===== src/rtl/cpu_uart_rx_buffer.sv =====
// Receive buffer between the UART receiver and the CPU bus: edge-captures bytes into a FIFO
// (macro UART_RX_FIFO_EN) or a single holding register (default), with RXD/CON registers and irq.
module cpu_uart_rx_buffer #(
   parameter int unsigned DEPTH    = 4,
   parameter logic [31:0] ADDR_RXD = 32'h4000_001C,
   parameter logic [31:0] ADDR_CON = 32'h4000_0020
) (
   input  logic        clk,
   input  logic        reset,
   input  logic        RX_STATUS,
   input  logic [7:0]  RX_DATA,
   input  logic [31:0] addr,
   input  logic        rd,
   input  logic        wr,
   input  logic [31:0] wdata,
   output logic [31:0] rdata,
   output logic        irq
);

`ifdef UART_RX_FIFO_EN
   localparam int unsigned NENT = DEPTH;
`else
   // DEPTH has no effect here; the buffer is one byte deep.
   localparam int unsigned NENT = (DEPTH > 0) ? 1 : 1;
`endif
   localparam int unsigned CW = $clog2(NENT) + 1;

   logic          st_q;
   logic          push, pop, accept, ovf_set;
   logic          rd_rxd, wr_con;
   logic          full, nonempty;
   logic [CW-1:0] count_q, count_d;
   logic          irq_en_q, irq_en_d;
   logic          ovf_q, ovf_d;
   logic [7:0]    head;
   logic [4:0]    count_field;
   logic          unused_wdata;

   assign unused_wdata = ^{wdata[31:4], wdata[2:1]};

   // st_q resets high so a RX_STATUS already asserted at reset release is not taken as a new byte.
   assign push     = RX_STATUS & ~st_q;
   assign rd_rxd   = rd & (addr == ADDR_RXD);
   assign wr_con   = wr & (addr == ADDR_CON);
   assign full     = (count_q == CW'(NENT));
   assign nonempty = (count_q != '0);
   assign pop      = rd_rxd & nonempty;
   // A pop in the same cycle frees the slot, so a push into a full buffer is still accepted.
   assign accept   = push & (~full | pop);
   assign ovf_set  = push & full & ~pop;

   always_comb begin
      count_d = count_q;
      if (accept && !pop)
         count_d = count_q + 1'b1;
      else if (!accept && pop)
         count_d = count_q - 1'b1;
   end

   always_comb begin
      irq_en_d = irq_en_q;
      ovf_d    = ovf_q;
      if (wr_con) begin
         irq_en_d = wdata[0];
         if (wdata[3])
            ovf_d = 1'b0;
      end
      if (ovf_set)
         ovf_d = 1'b1;
   end

   always_ff @(posedge clk or negedge reset) begin
      if (!reset) begin
         st_q     <= 1'b1;
         count_q  <= '0;
         irq_en_q <= 1'b0;
         ovf_q    <= 1'b0;
      end else begin
         st_q     <= RX_STATUS;
         count_q  <= count_d;
         irq_en_q <= irq_en_d;
         ovf_q    <= ovf_d;
      end
   end

`ifdef UART_RX_FIFO_EN
   localparam int unsigned PW = $clog2(DEPTH);

   logic [PW-1:0]            wptr_q, rptr_q;
   logic [DEPTH-1:0][7:0]    mem_q;

   // Power-of-two DEPTH: natural pointer overflow is the modulo wrap.
   always_ff @(posedge clk or negedge reset) begin
      if (!reset) begin
         wptr_q <= '0;
         rptr_q <= '0;
         mem_q  <= '0;
      end else begin
         if (accept) begin
            mem_q[wptr_q] <= RX_DATA;
            wptr_q        <= wptr_q + 1'b1;
         end
         if (pop)
            rptr_q <= rptr_q + 1'b1;
      end
   end

   assign head = mem_q[rptr_q];
`else
   logic [7:0] hold_q;

   always_ff @(posedge clk or negedge reset) begin
      if (!reset)
         hold_q <= 8'h00;
      else if (accept)
         hold_q <= RX_DATA;
   end

   assign head = hold_q;
`endif

   assign count_field = 5'(count_q);

   always_comb begin
      rdata = 32'h0;
      if (addr == ADDR_RXD)
         rdata = {24'h0, (nonempty ? head : 8'h00)};
      else if (addr == ADDR_CON)
         rdata = {23'h0, count_field, ovf_q, full, nonempty, irq_en_q};
   end

   assign irq = irq_en_q & nonempty;

endmodule


===== config.mk =====
export PLATFORM = sky130hd
export DESIGN_NAME = cpu_uart_rx_buffer
export DESIGN_NICKNAME = d
export VERILOG_FILES = /design/src/rtl/cpu_uart_rx_buffer.sv
export SDC_FILE = /design/constraint.sdc
export NUM_CORES = 1
export LEC_CHECK = 0
export CORE_ASPECT_RATIO = 0.5
export CORE_MARGIN = 4
export CORE_UTILIZATION = 35
export CTS_BUF_LIST = sky130_fd_sc_hd__clkbuf_8
export CTS_CLUSTER_DIAMETER = 80
export DETAILED_ROUTE_END_ITERATION = 8
export PLACE_DENSITY_LB_ADDON = 0.2
export SYNTH_ARGS = -nofsm -noshare
export SYNTH_HDL_FRONTEND = slang
export SYNTH_SLANG_ARGS = --single-unit

===== constraint.sdc =====
create_clock -name clk -period 3.1 [get_ports clk]
set_clock_uncertainty 0.2 [all_clocks]
set_input_delay 0.62 -clock clk [delete_from_list [all_inputs] [get_ports clk]]
set_output_delay 0.62 -clock clk [all_outputs]
set_load 0.05 [all_outputs]

==> impl_metrics.json <==
{
  "status": "complete, no violations",
  "die_width_microns": 92.7,
  "synth_top_cell_area_share_pct": 21.9,
  "crit_family": "buffers and inverters",
  "cp-start-kind": "input port",
  "synth_edf_count": 0,
  "slew_violations": 0,
  "grt_pass1_wl_mm": 5.75,
  "grt_max_degree": 27,
  "route.detailed.drc": 0,
  "synth-main-ff-cell": "dfrtp_1",
  "root_buffer": "clkbuf_8",
  "hp-class": "reg -> reg",
  "cts_tree": "built",
  "routed_wl_mm": 3.51,
  "insertion_delay_ns": 0.24,
  "die_h_microns": 50.3,
  "design_area_sq_mm": 0.00208,
  "switching_share_pct": 33.2,
  "htree_levels": 1,
  "vias_per_cell": 4.90,
  "ys_types": 37,
  "synth_area_leaders": "dfrtp_1, buf_4, and3_1, nor4_4, nor3b_1",
  "async_flop_share_pct": 100,
  "synthMostInstantiatedCell": "buf_4",
  "cts.clk_slew.worst_paths_ns": 0.05,
  "whs_ns": 0.333,
  "syn_avg_cell_area_sq_um": 8.78,
  "grt_pass1_vias": 1317,
  "period_needed_ns": 3.04,
  "place_area_sq_mm": 0.00191,
  "fin_crit_sh_pct": 97.9,
  "cts_made_buffers": 3,
  "cpMaxStageDelayCell": "clkdlybuf4s50_1",
  "cp_max_fo": 5,
  "peakVddDrop_mv": 0.118,
  "final_cells": 262,
  "dr.pass1.iters": 4,
  "syn_area_sq_mm": 0.00125,
  "yosys_warnings": 0,
  "syn_to_final_growth_pct": 65.9,
  "power.share.combinational_pct": 32.1,
  "cp_slowest_stage_delay_ns": 0.45,
  "core_sq_mm": 0.00343,
  "nets": 289,
  "max_freq_ghz": 0.329,
  "cp_num_buf_inv": 3,
  "drive_gt1_share_pct": 25.1,
  "synthCells": 143,
  "cts_buffer_depth": 2,
  "crit_type": "in -> out",
  "grt_overflow_total": 0,
  "nFillCells": 283,
  "internal_power_uw": 328,
  "finalSetupViolCount": 0,
  "worst_slack_ns": 0.0647,
  "cap_violations": 0,
  "ios": 110,
  "track_usage_pct": 15.1,
  "cts_sinks": 12,
  "via_count": 1284,
  "p_leak_uw": 0.000999,
  "required_ns": 2.28,
  "p_per_area_mw_per_mm2": 236,
  "rows": 15,
  "pre_cts_ws_ns": -0.102,
  "drt_iter0_drc": 45,
  "synth-seq-area-share_pct": 24.0,
  "synth.largest_area_cell": "dfrtp_1",
  "seq_power_share_pct": 32.2,
  "gp_congestion": 0.799,
  "antenna_cells": 0,
  "endpoint_kind": "primary output",
  "switchingPower_uw": 163,
  "synth_common_cells": "buf_4, and3_1, dfrtp_1, nand2_1, nand3_1",
  "antenna_found_initial": 0,
  "die_area_sq_mm": 0.00467,
  "start_util_pct": 36.5,
  "hold_violations": 0,
  "final_antenna_net_count": 0,
  "relSlewSlack_pct": 54.8,
  "synth_seq_cells": 12,
  "dpl.cell_count": 252,
  "crit_chain": "clkdlybuf4s50_1 -> or4_4 -> nor4_4 -> buf_4 -> o21a_1 -> buf_12",
  "arrival_ns": 2.22,
  "fin_setup_tns_ns": 0,
  "detail_route.wl_per_cell_microns": 13.4,
  "pwr-share-clk_pct": 35.6,
  "worstMarginPinSlew_ns": 0.677,
  "port_buffers": 55,
  "hpwl_mm": 2.69
}
[worst paths after layout]
path                                         from                   to  slack [ns]  cells after the start
worst max-delay path                     addr[14]             rdata[1]        0.06                      6
worst min-delay path            ovf_q$_DFFE_PN0P_    ovf_q$_DFFE_PN0P_        0.33                      2
worst max register to register     st_q$_DFF_PN1_  head[6]$_DFFE_PN0P_        1.16                      4
worst min register to register  ovf_q$_DFFE_PN0P_    ovf_q$_DFFE_PN0P_        0.33                      2
max in group asynchronous                   reset       st_q$_DFF_PN1_        1.80                      1
min in group asynchronous                   reset  head[5]$_DFFE_PN0P_        0.53                      1
[metal layers]
| layer | up-vias | track usage (%) | routed length [microns] |
|---|---|---|---|
| met3 | 5 | 3.44 | 247 |
| met2 | 56 | 26.2 | 1680 |
| met1 | 601 | 19.6 | 1550 |
| met5 | - | 0 | 0 |
| li1 | 622 | - | - |
| met4 | 0 | 2.92 | 27 |
[per-stage QoR]
stage | total power [uW] | util (%)
floorplan | 271 | -
global placement | 320 | 55.7
detailed placement | 322 | 55.7
CTS | 496 | 58.9
global route | 514 | 60.6
finish | 491 | 60.6
[area by class of cell]
| class | count | area, sq um | share of cell area (%) |
|---|---|---|---|
| Tap cell | 51 | 63.8 | 3.06 |
| Sequential cell | 12 | 302 | 14.5 |
| Multi-Input combinational cell | 119 | 858 | 41.2 |
| Timing Repair Buffer | 74 | 796 | 38.2 |
| Clock buffer | 4 | 55.1 | 2.64 |
| Inverter | 2 | 7.51 | 0.361 |
[worst register-to-register path, stage by stage (launching register included)]
cell	delay [ns]
dfstp_2	0.52
nand2b_1	0.54
nor3b_1	0.13
a211oi_1	0.27
o211ai_1	0.15
[what timing repair did]
| action | CTS | global route |
|---|---|---|
| endpoints found under the setup margin | 8 | 8 |
| resized for setup | 23 | 17 |
| setup buffers | 5 | 1 |
| pin swaps | 15 | 14 |
| gates cloned | 0 | 0 |
| hold buffers | 0 | 0 |
[registers in the layout, indices dropped and copies added, names as in the netlist]
signal and count:
head 8, st_q 1, count_q 1, irq_en_q 1
ovf_q 1
[placed cells by master, fill, tap and decap left out, types with 2 or more instances in the layout]
master           Yosys  final
and2_1               2      2
nand2_1             11     11
and3_4               0      4
and4_4               0      2
clkdlybuf4s50_1      0     20
clkbuf_8             0      4
dlymetal6s2s_1       0     13
nor3b_1              8      8
buf_4               25     17
nor4_4               4      5
inv_1                2      2
nand3_1              9      9
nor4_2               3      3
a32o_2               2      2
buf_6                0      2
a211oi_1             7      7
nor2_1               7      7
o211ai_1             8      8
dlygate4sd2_1        0     14
dfrtp_1             11     11
and3_1              14     10
buf_12               0      8
o21a_1               3      3
conb_1               1     24
[cell families after synthesis]
kind of cell	share of synthesized area [%]
and+or+nand+nor	41.6
AOI/OAI and AO/OA	15.0
DFF	24.0
muxes	0.897
other	0.299
buffers and inverters	18.2
[power groups by stage]
stage / clock network, uW / registers [uW] / logic, uW
6_report: 175 / 158 / 158
2_1_floorplan: 0 / 161 / 110
4_1_cts: 179 / 158 / 159
5_1_grt: 189 / 158 / 167
3_3_place_gp: 0 / 161 / 159
3_5_place_dp: 0 / 161 / 161
No activity file was read; power rests on OpenSTA's default activity.
